[config.mk]
export PLATFORM = sky130hd
export DESIGN_NAME = if_fetch_queue_flat
export DESIGN_NICKNAME = d
export VERILOG_FILES = /design/src/rtl/if_fetch_queue_pkg.sv /design/src/rtl/if_fetch_queue_if.sv /design/src/rtl/if_fetch_queue.sv /design/src/flat_wrapper.sv
export SDC_FILE = /design/constraint.sdc
export NUM_CORES = 1
export LEC_CHECK = 0
export CORE_MARGIN = 2
export CORE_UTILIZATION = 60
export CTS_CLUSTER_SIZE = 25
export DETAILED_ROUTE_END_ITERATION = 7
export PLACE_DENSITY = 0.8
export SLEW_MARGIN = 0
export SYNTH_ARGS = -nofsm -noshare
export SYNTH_HDL_FRONTEND = slang
export SYNTH_SLANG_ARGS = --single-unit
[constraint.sdc]
create_clock -name clk -period 8.9 [get_ports clk]
set_input_delay 0.89 -clock clk [delete_from_list [all_inputs] [get_ports clk]]
set_output_delay 0.89 -clock clk [all_outputs]
set_load 0.05 [all_outputs]
[src/rtl/if_fetch_queue_pkg.sv]
// Shared CPU definitions used by the fetch path.
// Holds the fetch queue entry type and PREIF exception bit positions.
package CPU_Defines;

  localparam int IF_EXC_W      = 19;
  localparam int IF_TLBRefill  = 8;
  localparam int IF_TLBInvalid = 9;

  typedef struct packed {
    logic [31:0]         pc;
    logic [31:0]         instr;
    logic [IF_EXC_W-1:0] exc;
    logic                filled;
  } FetchEntry;

endpackage

[src/rtl/if_fetch_queue_if.sv]
// Fetch queue bus: PREIF issue, I$ response, ID handshake.
// master drives fetches/responses, slave is the queue.
interface if_fetch_queue_if #(
  parameter int EXC_W = CPU_Defines::IF_EXC_W
);

  logic             PREIF_Fire;
  logic [31:0]      PREIF_PC;
  logic [EXC_W-1:0] PREIF_ExceptType;
  logic             ICache_DataOK;
  logic [31:0]      ICache_RData;
  logic             Flush;
  logic             ID_Ready;
  logic             IF_Valid;
  logic [31:0]      IF_PC;
  logic [31:0]      IF_Instr;
  logic [EXC_W-1:0] IF_ExceptType;
  logic             Fetch_Allow;

  modport master (
    output PREIF_Fire, PREIF_PC, PREIF_ExceptType,
    output ICache_DataOK, ICache_RData,
    output Flush, ID_Ready,
    input  IF_Valid, IF_PC, IF_Instr, IF_ExceptType,
    input  Fetch_Allow
  );

  modport slave (
    input  PREIF_Fire, PREIF_PC, PREIF_ExceptType,
    input  ICache_DataOK, ICache_RData,
    input  Flush, ID_Ready,
    output IF_Valid, IF_PC, IF_Instr, IF_ExceptType,
    output Fetch_Allow
  );

endinterface

[src/rtl/if_fetch_queue.sv]
// In-order fetch queue between PREIF and IF/ID.
// Entries reserved at issue, filled by I$; flushed responses discarded.
module if_fetch_queue
  import CPU_Defines::*;
#(
  parameter int DEPTH = 4,
  parameter int EXC_W = IF_EXC_W
) (
  input logic             clk,
  input logic             rst,
  if_fetch_queue_if.slave bus
);

  localparam int AW = $clog2(DEPTH);
  localparam int CW = AW + 1;
  localparam logic [CW:0] FULL = (CW+1)'(DEPTH);

  FetchEntry q [DEPTH];
  FetchEntry head_e;

  logic [AW-1:0] head;
  logic [AW-1:0] tail;
  logic [AW-1:0] fillp;
  logic [AW-1:0] fillp_nxt;
  logic [AW-1:0] idx;
  logic [AW-1:0] rel;
  logic [CW-1:0] count;
  logic [CW-1:0] discard;
  logic [CW-1:0] unfilled;
  logic [CW-1:0] pend;
  logic [CW-1:0] fdist;
  logic [CW-1:0] disc_fl;

  logic alloc;
  logic alloc_exc;
  logic pop;
  logic fill_ok;
  logic fill;
  logic drop;
  logic stop;
  logic done;

  assign head_e = q[head];

  assign bus.IF_Valid      = head_e.filled;
  assign bus.IF_PC         = head_e.pc;
  assign bus.IF_Instr      = head_e.instr;
  assign bus.IF_ExceptType = head_e.exc;

  assign bus.Fetch_Allow =
    ({1'b0, count} + {1'b0, discard}) < FULL;

  assign alloc     = bus.PREIF_Fire & ~bus.Flush;
  assign alloc_exc = |bus.PREIF_ExceptType;
  assign pop       = head_e.filled & bus.ID_Ready & ~bus.Flush;

  assign fdist   = {1'b0, fillp - head};
  assign fill_ok = (fdist < count) & ~q[fillp].filled;
  assign drop    = bus.ICache_DataOK & (discard != '0);
  assign fill    = bus.ICache_DataOK & ~drop & fill_ok;

  assign disc_fl = discard + unfilled
                 + CW'(bus.PREIF_Fire & ~alloc_exc)
                 - CW'(bus.ICache_DataOK);

  // Next fill pointer: skip entries that are filled after this cycle.
  always_comb begin
    fillp_nxt = fillp;
    pend      = count + CW'(alloc) - fdist;
    stop      = 1'b0;
    idx       = '0;
    done      = 1'b0;
    for (int k = 0; k < DEPTH; k++) begin
      idx  = fillp + k[AW-1:0];
      done = q[idx].filled
           | (fill & (idx == fillp))
           | (alloc & alloc_exc & (idx == tail));
      if (!stop && (k[CW-1:0] < pend) && done)
        fillp_nxt = idx + 1'b1;
      else
        stop = 1'b1;
    end
  end

  // Count of live entries still awaiting an I$ response.
  always_comb begin
    unfilled = '0;
    rel      = '0;
    for (int i = 0; i < DEPTH; i++) begin
      rel = i[AW-1:0] - head;
      if (({1'b0, rel} < count) && !q[i].filled)
        unfilled = unfilled + 1'b1;
    end
  end

  // Entry array, pointers and counters.
  always_ff @(posedge clk) begin
    if (rst) begin
      for (int i = 0; i < DEPTH; i++) q[i] <= '0;
      head    <= '0;
      tail    <= '0;
      fillp   <= '0;
      count   <= '0;
      discard <= '0;
    end else if (bus.Flush) begin
      for (int i = 0; i < DEPTH; i++) q[i] <= '0;
      head    <= '0;
      tail    <= '0;
      fillp   <= '0;
      count   <= '0;
      discard <= disc_fl;
    end else begin
      if (pop) q[head] <= '0;
      if (fill) begin
        q[fillp].instr  <= bus.ICache_RData;
        q[fillp].filled <= 1'b1;
      end
      if (alloc)
        q[tail] <= '{pc: bus.PREIF_PC, instr: '0,
                     exc: bus.PREIF_ExceptType,
                     filled: alloc_exc};
      head  <= head + AW'(pop);
      tail  <= tail + AW'(alloc);
      fillp <= fillp_nxt;
      count <= count + CW'(alloc) - CW'(pop);
      if (drop) discard <= discard - 1'b1;
    end
  end

  a_no_spurious_rsp: assert property (
    @(posedge clk) disable iff (rst)
    !(bus.ICache_DataOK && discard == '0 && !fill_ok)
  );

endmodule

[src/flat_wrapper.sv]
// flat-port wrapper written by rule: the top's interface ports become plain ports
module if_fetch_queue_flat import CPU_Defines::*;
#(
  parameter int DEPTH = 4,
  parameter int EXC_W = IF_EXC_W
)
  (clk, rst, bus_PREIF_Fire, bus_PREIF_PC, bus_PREIF_ExceptType, bus_ICache_DataOK, bus_ICache_RData, bus_Flush, bus_ID_Ready, bus_IF_Valid, bus_IF_PC, bus_IF_Instr, bus_IF_ExceptType, bus_Fetch_Allow);
  if_fetch_queue_if #(.EXC_W(EXC_W)) bus_i ();
  input logic clk;
  input logic rst;
  input wire logic [$bits(bus_i.PREIF_Fire)-1:0] bus_PREIF_Fire;
  input wire logic [$bits(bus_i.PREIF_PC)-1:0] bus_PREIF_PC;
  input wire logic [$bits(bus_i.PREIF_ExceptType)-1:0] bus_PREIF_ExceptType;
  input wire logic [$bits(bus_i.ICache_DataOK)-1:0] bus_ICache_DataOK;
  input wire logic [$bits(bus_i.ICache_RData)-1:0] bus_ICache_RData;
  input wire logic [$bits(bus_i.Flush)-1:0] bus_Flush;
  input wire logic [$bits(bus_i.ID_Ready)-1:0] bus_ID_Ready;
  output wire logic [$bits(bus_i.IF_Valid)-1:0] bus_IF_Valid;
  output wire logic [$bits(bus_i.IF_PC)-1:0] bus_IF_PC;
  output wire logic [$bits(bus_i.IF_Instr)-1:0] bus_IF_Instr;
  output wire logic [$bits(bus_i.IF_ExceptType)-1:0] bus_IF_ExceptType;
  output wire logic [$bits(bus_i.Fetch_Allow)-1:0] bus_Fetch_Allow;
  assign bus_i.PREIF_Fire = bus_PREIF_Fire;
  assign bus_i.PREIF_PC = bus_PREIF_PC;
  assign bus_i.PREIF_ExceptType = bus_PREIF_ExceptType;
  assign bus_i.ICache_DataOK = bus_ICache_DataOK;
  assign bus_i.ICache_RData = bus_ICache_RData;
  assign bus_i.Flush = bus_Flush;
  assign bus_i.ID_Ready = bus_ID_Ready;
  assign bus_IF_Valid = bus_i.IF_Valid;
  assign bus_IF_PC = bus_i.IF_PC;
  assign bus_IF_Instr = bus_i.IF_Instr;
  assign bus_IF_ExceptType = bus_i.IF_ExceptType;
  assign bus_Fetch_Allow = bus_i.Fetch_Allow;
  if_fetch_queue #(.DEPTH(DEPTH), .EXC_W(EXC_W)) u_core (.clk(clk), .rst(rst), .bus(bus_i));
endmodule
==> metrics.cfg, run 1 <==
[outcome]
status = completed

[clock_network]
cts_num_sinks = 350
ctsResizeCount = 0
cts_buffers = 36
clock-root-buffer = clkbuf_16
clockBufferDepth = 3
htree_levels = 2
cts_tree = built
clk_latency_ns = 0.51
cts_setup_buffers = 0
holdBufCountCts = 0
cts.clk_slew.worst_paths_ns = 0.06

[grt]
use_met3_pct = 4.146
overflow = 0
busiest_layer = met2
grt_pass1_wl_um = 55300
grt_max_degree = 87
grt_use_met1_pct = 35.02
grt_use_total_pct = 26.35
antenna_found_initial = 2
grt_pass1_vias = 10380
grt_use_met2_pct = 45.38

[synth]
syn_avg_cell_area_sq_um = 13.54
synth-xor-area-share_pct = 1.171
syn_inst = 1152
synth_flop_cell = edfxtp_1
synthAdderAreaFrac_pct = 2.791
synth_area_leader_cell = edfxtp_1
ys_seq_elements = 350
synth_edf_count = 204
syn_area_sq_mm = 0.01560
synth_compound_area_share_pct = 8.558
synthMuxAreaShare_pct = 12.96
synth_cell_types = 56
synthArstFlopShare_pct = 0
synth_warnings = 0
yosysTopAreaCellShare_pct = 39.27
yosys.area_share.simple_pct = 13.06
synth_area_leaders = edfxtp_1, dfxtp_1, mux4_2, and2_1, a22oi_1
syn_nets = 1274
synth_top_family_by_area = simple AND/OR/NAND/NOR gates
ys_seq_area_share_pct = 58.00

[routing]
vias = 10100
wire_per_inst_um = 21.54
drt_drc_violations_left = 0
drt-initial-drc-count = 779
drt_wl_total_um = 35700
antenna_left = 0
dr.pass1.iters = 6
via_per_inst = 6.092

[timing]
tns_ns = 0
finalSetupViolations = 0
rsz0062_at_grt = no
relSlewSlack_pct = 30.58
period_share_pct = 53.89
setup_ws_ns = 4.104
finalHoldViolCount = 0
max_freq_ghz = 0.2085
worstMarginPinSlew_ns = 1.041
slew_violations = 0
fin_skew_ns = 0.01475
fin_crit_ns = 4.796

[setup_path]
r2r.worst_path.cells = 18
worst-setup-path-type = reg2reg
critPathCaptureType = register
r2r_end = u_core.discard[2]$_SDFFE_PP0P_
worstSetupStartpointType = register
r2r-start = u_core.head[0]$_SDFF_PP0_
ff2ff_setup_slack_ns = 4.10
required_ns = 9.32
critPathLaunch = u_core.head[0]$_SDFF_PP0_
cp-endpoint = u_core.discard[2]$_SDFFE_PP0P_
worstPathMaxFanout = 61
critPathArrivalTime_ns = 5.21

[job]
cap_violations = 0

[floorplan]
die_h_um = 165.2
die_x_um = 165.2
ioPinCount = 174
die_area_sq_mm = 0.02731
start_util_pct = 60.55
num_rows = 59
core_area_sq_mm = 0.02576

[placed_design]
pre_cts_ws_ns = 4.052
gp_congestion = 0.8259
port_buffers = 173
dp_hpwl_um = 19960

[final_layout]
area_delta_synth_final_pct = 20.20
fin_util_pct = 72.78
drive_above_1_share_pct = 14.53
nFillCells = 1644
final_nets = 1415

[power_and_ir_drop]
vdd_drop_max_v = 0.0001697
leakage_nw = 7.069
p_per_area_mw_per_mm2 = 197.7
total_power_mw = 3.708

[hold_path]
min_path_type = reg2reg

stage by stage:
stage / std cells / hold WS, ns / instance area [sq um]
floorplan: 1152 / 0.4371 / 15600
global placement: 1590 / 0.4506 / 17490
detailed placement: 1590 / 0.4536 / 17490
CTS: 1656 / 0.4730 / 18750
global route: 1657 / 0.4943 / 18750
finish: 1657 / 0.4769 / 18750
registers in the layout, summed over array words and instances, names as in the netlist, named ones only:
register        cells
u_core.fillp        2
u_core.tail         2
u_core.count        3
u_core.discard      3
u_core.q          336
u_core.head         2
worst min-delay path by stage:
stage / start / to / cells past startpoint
finish: u_core.q[3][33]$_SDFFE_PP0P_ / u_core.q[3][33]$_SDFFE_PP0P_ / 1
global route: u_core.q[3][32]$_SDFFE_PP0P_ / u_core.q[3][32]$_SDFFE_PP0P_ / 1
global placement: u_core.q[3][38]$_SDFFE_PP0P_ / u_core.q[3][38]$_SDFFE_PP0P_ / 1
detailed placement: u_core.q[3][26]$_SDFFE_PP0P_ / u_core.q[3][26]$_SDFFE_PP0P_ / 1
CTS: u_core.q[3][27]$_SDFFE_PP0P_ / u_core.q[3][27]$_SDFFE_PP0P_ / 1
floorplan: u_core.q[3][21]$_SDFFE_PP0P_ / u_core.q[3][21]$_SDFFE_PP0P_ / 1
routing by layer:
metal / routed length [um] / share of wire, % / vias to the layer above
met2: 17910 / 50 / 413
met1: 14440 / 40 / 5078
met4: 777 / 2.2 / 2
met5: 16 / 0.045 / -
li1: - / - / 4541
met3: 2556 / 7.2 / 61
cell usage in the layout (no fill, tap or decap), types with 15 or more instances in the layout:
master | Yosys | layout
and2_1 | 207 | 207
ha_1 | 30 | 30
clkbuf_16 | 0 | 40
a22oi_1 | 96 | 96
edfxtp_1 | 204 | 204
a22o_1 | 32 | 32
mux4_2 | 88 | 88
inv_1 | 25 | 25
clkdlybuf4s50_1 | 0 | 173
dfxtp_1 | 146 | 144
xnor2_1 | 15 | 15
buf_4 | 5 | 18
nor2_1 | 116 | 115
power by group:
part           internal, mW  switching, mW  total (mW)
Combinational         0.143          0.211       0.354
Clock                 0.954          0.611        1.57
Sequential             1.76         0.0245        1.79
cell families (layout without fill, tap and decap cells):
logic type	Yosys count	in the layout
adders and majority gates	33	33
DFF	350	350
buffers and inverters	114	283
other	0	1
xor gates and xnor gates	19	19
and+or+nand+nor	369	369
AOI/OAI and AO/OA	175	175
muxes	92	92
cells in the mapped netlist, drive strengths merged, types with 26 or more instances:
master / instances
ha: 30
clkbuf: 56
dfxtp: 146
buf: 32
and2: 208
a22oi: 96
inv: 26
nor2: 116
edfxtp: 204
mux4: 88
a22o: 32
worst max-delay path, cell delays in order (launching register included):
cell      delay (ns)
dfxtp_4         0.98
inv_1           0.16
ha_1            0.36
ha_1            0.27
a21oi_1         0.12
nor2_1          0.05
nor2_1          0.16
ha_1            0.28
xnor2_1         0.27
xnor2_1         0.12
ha_1            0.28
inv_1           0.05
fa_1            0.40
fa_1            0.38
xnor2_1         0.19
xnor2_1         0.16
xnor2_1         0.16
xnor2_1         0.08
a211oi_1        0.22
layout make-up:
class | count | area, sq um | share of cell area, %
Timing Repair Buffer | 191 | 1867 | 9.956
Multi-Input combinational cell | 688 | 6046 | 32.24
Clock inverter | 15 | 160.2 | 0.8541
Antenna cell | 1 | 2.502 | 0.01335
Tap cell | 335 | 419.2 | 2.235
Inverter | 26 | 97.59 | 0.5205
Sequential cell | 350 | 9056 | 48.30
Clock buffer | 51 | 1102 | 5.879
Power figures use the tool's default switching activity.
==> inputs of run 2 (changes only) <==
--- a/config.mk
+++ b/config.mk
@@ -6,10 +6,10 @@
 export NUM_CORES = 1
 export LEC_CHECK = 0
 export CORE_MARGIN = 2
-export CORE_UTILIZATION = 60
+export CORE_UTILIZATION = 57
 export CTS_CLUSTER_SIZE = 25
 export DETAILED_ROUTE_END_ITERATION = 7
-export PLACE_DENSITY = 0.8
+export PLACE_DENSITY = 0.77
 export SLEW_MARGIN = 0
 export SYNTH_ARGS = -nofsm -noshare
 export SYNTH_HDL_FRONTEND = slang
==> constraint.sdc (replaced) <==
create_clock -name clk -period 4.8 [get_ports clk]
set_input_delay 0.48 -clock clk [delete_from_list [all_inputs] [get_ports clk]]
set_output_delay 0.48 -clock clk [all_outputs]
set_load 0.05 [all_outputs]
==> metrics.cfg, run 2 (synthesis gave the netlist of run 1 again) <==
[power_and_ir_drop]
vdd_drop_max_v = 0.0002711  ; +60%
p_per_area_mw_per_mm2 = 360.7  ; +82%
leakage_nw = 7.076  ; +0.10%

[floorplan]
die_area_sq_mm = 0.02871  ; +5.1%
num_rows = 60  ; +1.7%
ioPinCount = 174  ; unchanged
start_util_pct = 58.04  ; -2.5 points
die_x_um = 169.4  ; +2.5%
die_h_um = 169.4  ; +2.5%
core_area_sq_mm = 0.02688  ; +4.3%

[timing]
tns_ns = 0  ; unchanged
slew_violations = 0  ; unchanged
finalHoldViolCount = 0  ; unchanged
relSlewSlack_pct = 29.39  ; -1.2 points
hold_ws_ns = 0.4716  ; -0.005291 ns
max_freq_ghz = 0.2387
period_share_pct = 87.28
finalSetupViolations = 0  ; unchanged
worstMarginPinSlew_ns = 1.059  ; +0.01786 ns
rsz0062_at_grt = no
fin_crit_ns = 4.189
fin_skew_ns = 0.01765  ; +0.002902 ns

[grt]
grt_max_degree = 86  ; -1.1%
grt_use_met1_pct = 32.90  ; -2.1 points
grt_pass1_wl_um = 56410  ; +2.0%
antenna_found_initial = 2  ; unchanged
grt_pass1_vias = 10530  ; +1.4%
use_met3_pct = 5.131  ; +0.98 points
grt_use_met2_pct = 43.23  ; -2.1 points
overflow = 0  ; unchanged
busiest_layer = met2
grt_use_total_pct = 25.20  ; -1.1 points

[setup_path]
required_ns = 4.32  ; -5.00 ns
cp_top_family = buffers and inverters
worstSetupStartpointType = register
worst-path-buf-inv = 3  ; +1
critPathLaunch = u_core.head[0]$_SDFF_PP0_
crit_top_cell = buf_4
crit_chain = buf_4 -> buf_4 -> mux4_2 -> clkdlybuf4s50_1
worstPathMaxFanout = 51  ; -16%
crit_slowest_cell = buf_4
r2r-start = u_core.head[0]$_SDFF_PP0_
critPathCaptureType = output port
critPathArrivalTime_ns = 3.71  ; -1.50 ns
slowest_delay_ns = 0.92  ; -0.06 ns
worst-setup-path-type = reg2out

[placed_design]
dpl_cell_area_sq_mm = 0.01755  ; +0.34%
dp_hpwl_um = 20080  ; +0.60%
port_buffers = 173  ; unchanged
placed_cells = 1596  ; +0.38%
gp_congestion = 0.8026  ; -2.8%

[outcome]
status = completed

[routing]
vias = 10000  ; -0.93%
antenna_left = 0  ; unchanged
drt-initial-drc-count = 950  ; +22%
drt_drc_violations_left = 0  ; unchanged
wire_per_inst_um = 21.46  ; -0.36%
dr.pass1.iters = 6  ; unchanged
drt_wl_total_um = 35720  ; about the same
via_per_inst = 6.010  ; -1.3%

[clock_network]
cts_buffers = 37  ; +2.8%
clk_latency_ns = 0.52  ; about the same
ctsResizeCount = 0  ; unchanged
htree_levels = 2  ; unchanged
cts.clk_slew.worst_paths_ns = 0.06  ; about the same
clock-root-buffer = clkbuf_16
holdBufCountCts = 0  ; unchanged
cts_num_sinks = 350  ; unchanged
cts_setup_buffers = 0  ; unchanged
clockBufferDepth = 3  ; unchanged
cts_tree = built

[final_layout]
top_regs = u_core.q x336, u_core.count x3, u_core.discard x3
final_nets = 1416  ; +0.071%
stdcell_count = 1664  ; +0.42%
nFillCells = 1889  ; +15%
layout_common_cells = and2_1, edfxtp_1, clkdlybuf4s50_1
stdcell_area_sq_mm = 0.01876  ; about the same
area_delta_synth_final_pct = 20.25  ; about the same
drive_above_1_share_pct = 14.60  ; +0.065 points
largest_reg_flops = 336  ; unchanged
top_register = u_core.q
layout_commonest_cell = and2_1

[hold_path]
min_path_type = reg2reg
min-delay-start = u_core.q[3][33]$_SDFFE_PP0P_

[job]
cap_violations = 0  ; unchanged

-- run 2: changes by cell type in the layout (fill, tap and decap cells not counted), sizes merged --
cell and change:
clkbuf -1, clkinvlp -1, bufinv -1, inv -1, clkinv +5
-- run 2: path summary, 6_finish.rpt --
| path | endpoint | slack [ns] | cells after the start |
|---|---|---|---|
| worst max-delay path | bus_IF_ExceptType[3] | 0.61 | 4 |
| worst min-delay path | u_core.q[3][33]$_SDFFE_PP0P_ | 0.47 | 1 |
| worst max register to register | u_core.discard[2]$_SDFFE_PP0P_ | 0.80 | 17 |
| worst min register to register | u_core.q[3][33]$_SDFFE_PP0P_ | 0.47 | 1 |
-- run 2: layout make-up --
class	instances	area [sq um]	area share (%)
Antenna cell	1	2.502	0.01334
Clock buffer	50	1066	5.683
Clock inverter	17	145.1	0.7737
Inverter	26	97.59	0.5202
Multi-Input combinational cell	688	6061	32.31
Sequential cell	350	9056	48.28
Tap cell	341	426.7	2.274
Timing Repair Buffer	191	1904	10.15
-- run 2: report_power, final --
part	total [mW]	switching [mW]	internal, mW
registers	3.31	0.0406	3.27
clock network	2.80	1.13	1.67
logic	0.659	0.390	0.269
-- run 2: per-stage QoR --
stage | util, % | power (mW) | setup slack [ns]
6_report | 69.80 | 6.767 | 0.6107
5_1_grt | 69.80 | 6.985 | 0.4234
4_1_cts | 69.79 | 6.818 | 0.5445
3_5_place_dp | 65.28 | 4.033 | 0.7877
3_3_place_gp | 65.28 | 4.021 | 0.8871
2_1_floorplan | - | 3.779 | 0.02684
-- run 2: routing by layer --
layer	routed length, um	vias to the layer above
met4	533	4
met3	2503	50
met2	17710	396
met1	14900	5010
li1	-	4541
met5	65	-
==> inputs of run 3 (changes only) <==
--- a/config.mk
+++ b/config.mk
@@ -6,10 +6,10 @@
 export NUM_CORES = 1
 export LEC_CHECK = 0
 export CORE_MARGIN = 2
-export CORE_UTILIZATION = 57
+export CORE_UTILIZATION = 30
 export CTS_CLUSTER_SIZE = 25
 export DETAILED_ROUTE_END_ITERATION = 7
-export PLACE_DENSITY = 0.77
+export PLACE_DENSITY = 0.44
 export SLEW_MARGIN = 0
 export SYNTH_ARGS = -nofsm -noshare
 export SYNTH_HDL_FRONTEND = slang
==> metrics.cfg, run 3 (synthesis gave the netlist of run 1 again) <==
[floorplan]
num_rows = 83  ; +38%
start_util_pct = 30.35  ; -28 points
core_area_sq_mm = 0.05141  ; +91%
die_area_sq_mm = 0.05384  ; +88%
ioPinCount = 174  ; unchanged
die_h_um = 232.0  ; +37%
die_x_um = 232.0  ; +37%

[grt]
grt_max_degree = 86  ; unchanged
grt_use_total_pct = 16.37  ; -8.8 points
antenna_found_initial = 4  ; +2
overflow = 0  ; unchanged
grt_use_met1_pct = 21.42  ; -11 points
grt_pass1_wl_um = 65970  ; +17%
grt_pass1_vias = 10380  ; -1.5%
use_met3_pct = 3.131  ; -2.0 points
busiest_layer = met2
grt_use_met2_pct = 27.80  ; -15 points

[final_layout]
final_nets = 1428  ; +0.85%
area_delta_synth_final_pct = 23.83
stdcell_count = 2018  ; +21%
layout_commonest_cell = and2_1
layout_common_cells = and2_1, edfxtp_1, clkdlybuf4s50_1
drive_above_1_share_pct = 14.90  ; +0.30 points
stdcell_area_sq_mm = 0.01932  ; +3.0%
largest_reg_flops = 336  ; unchanged
top_register = u_core.q
top_regs = u_core.q x336, u_core.count x3, u_core.discard x3

[power_and_ir_drop]
pwr-share-comb_pct = 9.7  ; about the same
vdd_drop_max_v = 0.0002132  ; -21%
power.internal_mw = 5.299  ; +1.8%
pwr-share-seq_pct = 47.3  ; -1.6 points
p_sw_mw = 1.710  ; +9.6%
swShare_pct = 24.40  ; +1.3 points
leakage_nw = 7.136  ; +0.84%
p_per_area_mw_per_mm2 = 362.8  ; +0.59%
power_frac_clock_pct = 43.1  ; +1.8 points

[clock_network]
holdBufCountCts = 0  ; unchanged
cts_num_sinks = 350  ; unchanged
clockBufferDepth = 3  ; unchanged
cts.clk_slew.worst_paths_ns = 0.06  ; about the same
cts_buffers = 41  ; +11%
clk_latency_ns = 0.56  ; +0.04 ns
cts_setup_buffers = 0  ; unchanged
ctsResizeCount = 0  ; unchanged
htree_levels = 2  ; unchanged
clock-root-buffer = clkbuf_16
cts_tree = built

[setup_path]
critPathArrivalTime_ns = 3.85  ; +0.14 ns
worstPathMaxFanout = 49  ; -3.9%
worstSetupStartpointType = register
required_ns = 4.32  ; about the same
crit_chain = buf_4 -> buf_4 -> mux4_2 -> clkdlybuf4s50_1
critPathCaptureType = output port
slowest_delay_ns = 0.83  ; -0.09 ns
crit_slowest_cell = buf_4
crit_top_cell = buf_4
worst-setup-path-type = reg2out

[routing]
drt_wl_total_um = 43990  ; +23%
drt-initial-drc-count = 630  ; -34%
dr.pass1.iters = 5  ; -1
antenna_left = 0  ; unchanged
wire_per_inst_um = 21.80  ; +1.6%
via_per_inst = 4.847  ; -19%
drt_drc_violations_left = 0  ; unchanged
vias = 9782  ; -2.2%

[placed_design]
dpl_cell_area_sq_mm = 0.01803  ; +2.7%
gp_congestion = 0.7205  ; -10%
port_buffers = 173  ; unchanged
placed_cells = 1943  ; +22%
dp_hpwl_um = 24580  ; +22%

[timing]
slew_violations = 0  ; unchanged
worstMarginPinSlew_ns = 1.069  ; +0.009906 ns
fin_crit_ns = 4.326  ; +0.1369 ns
tns_ns = 0  ; unchanged
relSlewSlack_pct = 28.41  ; -0.98 points
period_share_pct = 90.13  ; +2.9 points
fin_skew_ns = 0.01829  ; +0.0006437 ns
finalSetupViolations = 0  ; unchanged
rsz0062_at_grt = no
finalHoldViolCount = 0  ; unchanged
max_freq_ghz = 0.2311  ; -3.2%

[outcome]
status = completed

[job]
cap_violations = 0  ; unchanged

[hold_path]
min_path_type = reg2reg

[run 3: final timing paths]
kind         cells after the start                         start                              to  slack [ns]
max                              4     u_core.head[0]$_SDFF_PP0_                    bus_IF_PC[4]        0.47
min                              1  u_core.q[3][25]$_SDFFE_PP0P_    u_core.q[3][25]$_SDFFE_PP0P_        0.47
max reg2reg                     18    u_core.count[1]$_SDFF_PP0_  u_core.discard[2]$_SDFFE_PP0P_        0.86
min reg2reg                      1  u_core.q[3][25]$_SDFFE_PP0P_    u_core.q[3][25]$_SDFFE_PP0P_        0.47
[run 3: metrics by stage]
stage,total power [mW],utilization (%),setup slack (ns),hold WS (ns)
floorplan,3.779,-,0.02684,0.4371
global placement,4.066,35.07,0.8865,0.4510
detailed placement,4.066,35.07,0.8477,0.4503
CTS,7.121,37.57,0.2755,0.4694
global route,7.281,37.57,0.1896,0.4803
finish,7.009,37.58,0.4738,0.4673
[run 3: area by class of cell]
type	count	area, sq um
Clock inverter	14	110.1
Clock buffer	59	1175
Tap cell	680	850.8
Fill cell	4961	32090
Sequential cell	350	9056
Inverter	26	97.59
Antenna cell	2	5.005
Timing Repair Buffer	199	1977
Multi-Input combinational cell	688	6046
[run 3: power by group through the flow]
stage | clock network [mW] | registers, mW | logic [mW]
floorplan | 0 | 3.36 | 0.419
global placement | 0 | 3.38 | 0.688
detailed placement | 0 | 3.38 | 0.688
CTS | 3.12 | 3.31 | 0.691
global route | 3.23 | 3.32 | 0.727
finish | 3.02 | 3.31 | 0.677
[run 3: worst max-delay path: cells and delay by family (launching register included)]
kind	cells	cell delay, ns
buffers and inverters	3	2.29
multiplexers	1	0.61
flip-flops	1	0.35
[run 3: metal layers]
metal / vias to the layer above / part of all wire, %
met2: 204 / 49
met5: - / 0.093
met1: 4962 / 44
met3: 45 / 4.6
li1: 4565 / -
met4: 6 / 1.5
